File: src/rtl/nmea_checksum_framer.sv
// rtl/nmea_checksum_framer.sv - NMEA sentence framer with XOR checksum gate and replay
//
// Purpose: collects one NMEA sentence ('$' + body) from a byte strobe stream,
// checks the two-hex-digit XOR checksum after '*', and replays only valid
// sentences downstream over a valid/ready byte interface. Rejected sentences
// pulse sentence_err and bump a saturating counter.
//
// Ports:
//   sclk, rstn           clock, asynchronous active-low reset
//   rx_valid, rx_data    one-cycle byte strobe from the UART receiver
//   out_valid/out_ready  replay handshake; out_data with out_sof/out_eof markers
//   sentence_ok/_err     one-cycle verdict pulses
//   err_count            saturating count of sentence_err pulses
module nmea_checksum_framer #(
  parameter int MAX_LEN = 80,
  parameter int CNT_W   = 16
) (
  input  logic             sclk,
  input  logic             rstn,
  input  logic             rx_valid,
  input  logic [7:0]       rx_data,
  output logic             out_valid,
  input  logic             out_ready,
  output logic [7:0]       out_data,
  output logic             out_sof,
  output logic             out_eof,
  output logic             sentence_ok,
  output logic             sentence_err,
  output logic [CNT_W-1:0] err_count
);

  localparam int AW = $clog2(MAX_LEN);
  localparam int LW = $clog2(MAX_LEN + 1);

  localparam logic [7:0] CH_DOLLAR = 8'h24;
  localparam logic [7:0] CH_STAR   = 8'h2A;
  localparam logic [7:0] CH_CR     = 8'h0D;
  localparam logic [7:0] CH_LF     = 8'h0A;

  typedef enum logic [2:0] {IDLE, COLLECT, CK_HI, CK_LO, REPLAY} state_t;

  state_t            state_q, state_d;
  logic [LW-1:0]     len_q, len_d;     // bytes stored, including '$'
  logic [LW-1:0]     rd_q, rd_d;       // replay read pointer
  logic [7:0]        xor_q, xor_d;
  logic [3:0]        hi_q, hi_d;
  logic              ok_q, ok_d;
  logic              err_q, err_d;
  logic [CNT_W-1:0]  cnt_q, cnt_d;

  logic [7:0]        mem_q [MAX_LEN];
  logic              we;
  logic [AW-1:0]     waddr;

  logic [4:0]        hx;               // {valid, nibble}
  logic              last_byte;

  function automatic logic [4:0] hex_nib(input logic [7:0] c);
    if (c >= 8'h30 && c <= 8'h39)      return {1'b1, c[3:0]};
    else if (c >= 8'h41 && c <= 8'h46) return {1'b1, c[3:0] + 4'd9};
    else if (c >= 8'h61 && c <= 8'h66) return {1'b1, c[3:0] + 4'd9};
    else                               return 5'b0_0000;
  endfunction

  assign last_byte = (rd_q == len_q - LW'(1));

  always_comb begin
    state_d = state_q;
    len_d   = len_q;
    rd_d    = rd_q;
    xor_d   = xor_q;
    hi_d    = hi_q;
    ok_d    = 1'b0;
    err_d   = 1'b0;
    we      = 1'b0;
    waddr   = len_q[AW-1:0];
    hx      = hex_nib(rx_data);

    unique case (state_q)
      IDLE: begin
        if (rx_valid && rx_data == CH_DOLLAR) begin
          we      = 1'b1;
          waddr   = '0;
          len_d   = LW'(1);
          xor_d   = 8'h00;
          state_d = COLLECT;
        end
      end
      COLLECT: begin
        if (rx_valid) begin
          if (rx_data == CH_STAR) begin
            state_d = CK_HI;
          end else if (rx_data == CH_DOLLAR) begin
            // Restart on a fresh '$'; the abandoned sentence counts as one error.
            err_d   = 1'b1;
            we      = 1'b1;
            waddr   = '0;
            len_d   = LW'(1);
            xor_d   = 8'h00;
          end else if (rx_data == CH_CR || rx_data == CH_LF) begin
            err_d   = 1'b1;
            state_d = IDLE;
          end else if (len_q == LW'(MAX_LEN)) begin
            err_d   = 1'b1;
            state_d = IDLE;
          end else begin
            we      = 1'b1;
            len_d   = len_q + LW'(1);
            xor_d   = xor_q ^ rx_data;
          end
        end
      end
      CK_HI: begin
        if (rx_valid) begin
          if (hx[4]) begin
            hi_d    = hx[3:0];
            state_d = CK_LO;
          end else begin
            err_d   = 1'b1;
            state_d = IDLE;
          end
        end
      end
      CK_LO: begin
        if (rx_valid) begin
          if (hx[4] && {hi_q, hx[3:0]} == xor_q) begin
            ok_d    = 1'b1;
            rd_d    = '0;
            state_d = REPLAY;
          end else begin
            err_d   = 1'b1;
            state_d = IDLE;
          end
        end
      end
      REPLAY: begin
        // Single buffer: a new sentence arriving now is an overrun.
        if (rx_valid && rx_data == CH_DOLLAR) err_d = 1'b1;
        if (out_ready) begin
          if (last_byte) state_d = IDLE;
          else           rd_d    = rd_q + LW'(1);
        end
      end
      default: state_d = IDLE;
    endcase

    cnt_d = cnt_q;
    if (err_d && cnt_q != '1) cnt_d = cnt_q + CNT_W'(1);
  end

  always_ff @(posedge sclk or negedge rstn) begin
    if (!rstn) begin
      state_q <= IDLE;
      len_q   <= '0;
      rd_q    <= '0;
      xor_q   <= 8'h00;
      hi_q    <= 4'h0;
      ok_q    <= 1'b0;
      err_q   <= 1'b0;
      cnt_q   <= '0;
    end else begin
      state_q <= state_d;
      len_q   <= len_d;
      rd_q    <= rd_d;
      xor_q   <= xor_d;
      hi_q    <= hi_d;
      ok_q    <= ok_d;
      err_q   <= err_d;
      cnt_q   <= cnt_d;
    end
  end

  always_ff @(posedge sclk) begin
    if (we) mem_q[waddr] <= rx_data;
  end

  assign out_valid    = (state_q == REPLAY);
  assign out_data     = out_valid ? mem_q[rd_q[AW-1:0]] : 8'h00;
  assign out_sof      = out_valid && (rd_q == '0);
  assign out_eof      = out_valid && last_byte;
  assign sentence_ok  = ok_q;
  assign sentence_err = err_q;
  assign err_count    = cnt_q;

endmodule

File: config.mk
export PLATFORM = sky130hd
export DESIGN_NAME = nmea_checksum_framer
export DESIGN_NICKNAME = d
export VERILOG_FILES = /design/src/rtl/nmea_checksum_framer.sv
export SDC_FILE = /design/constraint.sdc
export NUM_CORES = 1
export LEC_CHECK = 0
export CORE_MARGIN = 2
export CORE_UTILIZATION = 62
export CTS_BUF_LIST = sky130_fd_sc_hd__clkbuf_4
export CTS_CLUSTER_DIAMETER = 30
export DETAILED_ROUTE_END_ITERATION = 12
export PLACE_DENSITY = 0.79
export SYNTH_ARGS = -nofsm -noshare
export SYNTH_HDL_FRONTEND = slang
export SYNTH_SLANG_ARGS = --single-unit
File: constraint.sdc
create_clock -name sclk -period 4.6 [get_ports sclk]
set_input_delay 0.69 -clock sclk [delete_from_list [all_inputs] [get_ports sclk]]
set_output_delay 0.69 -clock sclk [all_outputs]
set_load 0.05 [all_outputs]
**Word-level counts from Yosys, hierarchy flattened**

Memories as Yosys holds them, arrays and structs flattened.
Cells that the tools add are included.

- Output and inout port bits: 29
- Memories: 1
- Bits in registers: 47
- Logic and storage cells: 126
- RAM bits: 640

Memories:

| name | depth | width | rd ports | clocked after memory_dff | write ports | line | text |
|---|---|---|---|---|---|---|---|
| mem_q | 80 | 8 | 1 | 0 | 1 | 51 | `logic [7:0] mem_q [MAX_LEN];` |

- Bitwise operators: 1
- Reductions and logical operators: 17
- Equality and inequality tests: 25
- Magnitude comparators: 6
- Add/subtract/negate cells: 5
- Muxes and demuxes: 63

Operators with widths:

| operator | count |
|---|---|
| 2-to-1 mux 7 bit | 14 |
| 2-to-1 mux 8 bit | 7 |
| one-hot mux 7 bit (2 select lines) | 3 |
| 2-to-1 mux 3 bit | 11 |
| 2-to-1 mux 1 bit | 20 |
| adder 16 x 1 -> 16 bit (second input constant) | 1 |
| equality test 8 x 4 -> 1 bit (second input constant) | 2 |
| equality test 8 x 6 -> 1 bit (second input constant) | 2 |
| greater-or-equal comparator 8 x 7 -> 1 bit (second input constant) | 2 |
| <= comparator 8 x 7 -> 1 bit (second input constant) | 2 |
| inequality test 16 bit (second input constant) | 1 |
| one-hot mux 8 bit (2 select lines) | 1 |
| 2-to-1 mux 5 bit | 3 |
| one-hot mux 3 bit (5 select lines) | 1 |
| adder 7 x 1 -> 7 bit (second input constant) | 2 |
| inequality test 2 bit (second input constant) | 7 |
| inequality test 3 bit (second input constant) | 3 |
| equality test 8 bit | 1 |
| greater-or-equal comparator 8 x 6 -> 1 bit (second input constant) | 1 |
| <= comparator 8 x 6 -> 1 bit (second input constant) | 1 |
| logical AND 1 bit | 8 |
| AND reduction 8 bit | 1 |
| XOR 8 bit | 1 |
| equality test 7 bit | 1 |
| other kinds (18) | 21 |

**Longest topological paths before layout**

- Depth after elaboration: 11
- Mapped depth: 12
- Mapped depth without buffers: 11

**Worst setup path after synthesis**

OpenSTA, ideal clock, no wires.

- Path type: register to output
- Start point: reg rd_q[3]
- End point: out out_sof
- Arrival time: 3233 ps
- Buffers on the path: 3
- Data required time: 3910 ps
- Stages on the path, launching flop included: 6
- Slack: 677 ps
- Cell sequence: dfrtp_1 > clkbuf_1 > buf_1 > buf_2 > or4_1 > nor4b_1

- Cells in the longest elaborated chain, start to end: 2

RTL lines:

| item | line | text |
|---|---|---|
| start, declared | 44 | `logic [LW-1:0] rd_q, rd_d;` |
| start signal, assigned | 164 | `rd_q <= rd_d;` |
| logical NOT 7 bit | 179 | `assign out_sof = out_valid && (rd_q == '0);` |
| logical AND 1 bit | 179 |  |
| end, declared | 25 | `output logic out_sof,` |

No other way between the ends.

**Worst setup path in the final report**

- Start point: reg rd_q[0]
- End point: out out_data[5]

- Cells in the longest elaborated chain, start to end: 2

RTL lines:

| item | line | text |
|---|---|---|
| memory (80 x 8 bit) | n/a |  |
| 2-to-1 mux 8 bit | 178 | `assign out_data = out_valid ? mem_q[rd_q[AW-1:0]] : 8'h00;` |
| end, declared | 24 | `output logic [7:0] out_data,` |

No other way between the ends.

==> results_dict.tcl <==
set metrics [dict create \
    outcome "completed" \
    drive_gt1_frac 0.370 \
    overflow 0 \
    syn-mean-instance-area_sq_um 20.4 \
    io_pins 41 \
    ant_nets 0 \
    fin_nets 1656 \
    tightest_slew_ns 1.28 \
    die_y_um 216 \
    power.density_mw_per_mm2 427 \
    grt_pass1_wl_um 94400 \
    max-cap-violations 0 \
    yosysSeqAreaShare 0.733 \
    hp-class "primary input to register" \
    critPathSlowestCell "mux4_2" \
    setup_viol 0 \
    clkLatencyLatePin_ns 1.02 \
    vias 14900 \
    drt_pass1_iterations 5 \
    grt_pass1_vias 15200 \
    timing.fmax_mhz 220 \
    dieWidth_um 216 \
    total_leakage_power_uw 0.0109 \
    crit_chain "buf_6, bufbuf_16, buf_4, mux4_2, mux4_2, a22oi_2, nand2_2, a22o_1, buf_4" \
    htree_levels 4 \
    cpPeakStageDelay_ns 0.51 \
    yosysUniqueCellTypes 69 \
    grt_util_all_layers 0.282 \
    antenna_found_initial 3 \
    total_power_uw 13700 \
    wire_per_inst_um 26.8 \
    area_growth_pct 14.8 \
    cts.sinks 687 \
    worstSetupStartpointType "register" \
    rows 77 \
    async_reset_ff_frac 0.0684 \
    grt_max_degree 81 \
    cts_root_buf "clkbuf_4" \
    gp_congestion 0.895 \
    final_common_cell "edfxtp_1" \
    io_buffer_count 40 \
    maxSlewViolCount 0 \
    finalHoldViolCount 0 \
    required_ns 3.91 \
    crit_family "multiplexers" \
    dpl_cell_area_sq_mm 0.0295 \
    ys_warn_count 0 \
    cts_tree "built" \
    relSlewSlack 0.146 \
    start_util 0.629 \
    vdd_drop_max_uv 330 \
    rsz0062_at_grt "true" \
    drtIter0Drc 1979 \
    die_area_sq_mm 0.0466 \
    setup_slack_ns 0.0522 \
    vias_per_cell 6.36 \
    path_clk_slew_ns 0.06 \
    syn-cell-area_sq_mm 0.0278 \
    synth-seq-cells 687 \
    finClkSkew_ns 0.0670 \
    cp.arrival_ns 3.86 \
    period_share 0.989 \
    cp_max_fo 7 \
    final_cell_mix "edfxtp_1 (640), clkbuf_4 (229), mux4_2 (200)" \
    synth_ff_type "edfxtp_1" \
    worstSetupPathType "register to output pin" \
    period_needed_ns 4.55 \
    cts_buffer_depth 3 \
    wirelength_um 62900 \
    synth_nets 1385 \
    synth-edff-count 640 \
    endpoint_kind "output pin" \
    path_buf_inv 4 \
    syn-instance-count 1363 \
    post-route-drc-count 0 \
    final_area_sq_mm 0.0319 \
    cts_made_buffers 166 \
    hpwl_um 38600 \
    post-place-ws_ns 0.539 \
    core-area_sq_mm 0.0442 \
]
through the flow:
stage | TNS, ns | cells | util | hold slack (ns)
3_5_place_dp | 0 | 2040 | 0.666 | 0.485
6_report | 0 | 2344 | 0.722 | 0.0868
4_1_cts | -0.0413 | 2338 | 0.721 | 0.00729
3_3_place_gp | 0 | 2040 | 0.666 | 0.479
2_1_floorplan | 0 | 1363 | - | 0.394
5_1_grt | -0.0175 | 2344 | 0.722 | 0.0231
registers in the layout, indices dropped and copies added (netlist names):
signal / count
mem_q: 640
err_count: 16
xor_q: 8
len_q: 7
rd_q: 7
hi_q: 4
state_q: 3
sentence_err: 1
sentence_ok: 1
area by class of cell:
type / count / area [sq um]
inverter: 12 / 45.0
tap: 592 / 741
clock inverter: 52 / 400
timing repair buffer: 168 / 1490
antenna: 5 / 12.5
fill: 2577 / 12300
multi-input combinational: 599 / 7130
sequential: 687 / 20400
clock buffer: 229 / 1720
layer usage:
metal,track usage,up-vias,wire length (um)
met4,0.109,2,1810
li1,-,6251,-
met5,0,-,11
met1,0.394,7619,23800
met3,0.0832,117,6880
met2,0.427,908,30400
path summary, 6_finish.rpt:
| path | start | endpoint | slack [ns] | depth (start not counted) |
|---|---|---|---|---|
| max | rd_q[0] | out_data[5] | 0.05 | 9 |
| min | rx_data[1] | mem_q[74][1] | 0.09 | 1 |
| max reg2reg | len_q[0] | mem_q[52][2] | 1.02 | 10 |
| min reg2reg | err_count[6] | err_count[6] | 0.49 | 1 |
| max in group asynchronous | rstn | rd_q[1] | 3.73 | 3 |
| min in group asynchronous | rstn | err_count[12] | 0.36 | 3 |
report_power, final:
part	internal, uW	total [uW]	switching [uW]
registers	7020	7190	172
clock network	2640	4980	2340
logic	603	1480	881
synth_stat cells, types with 8 or more instances:
library cell,number,area [sq um]
nor2_1,127,477
o21ai_0,9,45.0
edfxtp_1,640,19200
and3_1,10,62.6
nand3_1,19,95.1
nor2b_1,14,87.6
nor3_1,9,45.0
inv_1,10,37.5
mux2i_1,8,80.1
a21oi_1,13,65.1
a22oi_1,12,90.1
dfrtp_1,47,1180
buf_2,20,100
nand4_1,9,56.3
nand2_1,31,116
ha_1,10,125
xor2_1,39,342
mux4_2,200,4500
buf_1,8,30.0
clkbuf_1,25,93.8
buf_4,8,60.1
cell families after synthesis:
logic type,count (synthesis),share of synthesized area
xor gates and xnor gates,47,0.0151
and+or+nand+nor,265,0.0498
buffers and inverters,77,0.0134
DFF,687,0.733
adders and majority gates,10,0.00450
AOI/OAI and AO/OA,67,0.0184
muxes,210,0.166
timing repair:
action	4_1_cts	5_1_grt
buffers inserted	13	0
gates resized for setup	20	8
hold buffers	3	0
gates cloned	1	1
endpoints found under the hold margin	51	0
setup endpoints to repair	10	6
pin swaps	1	3
Note: power is estimated with default switching activity, not from simulation.
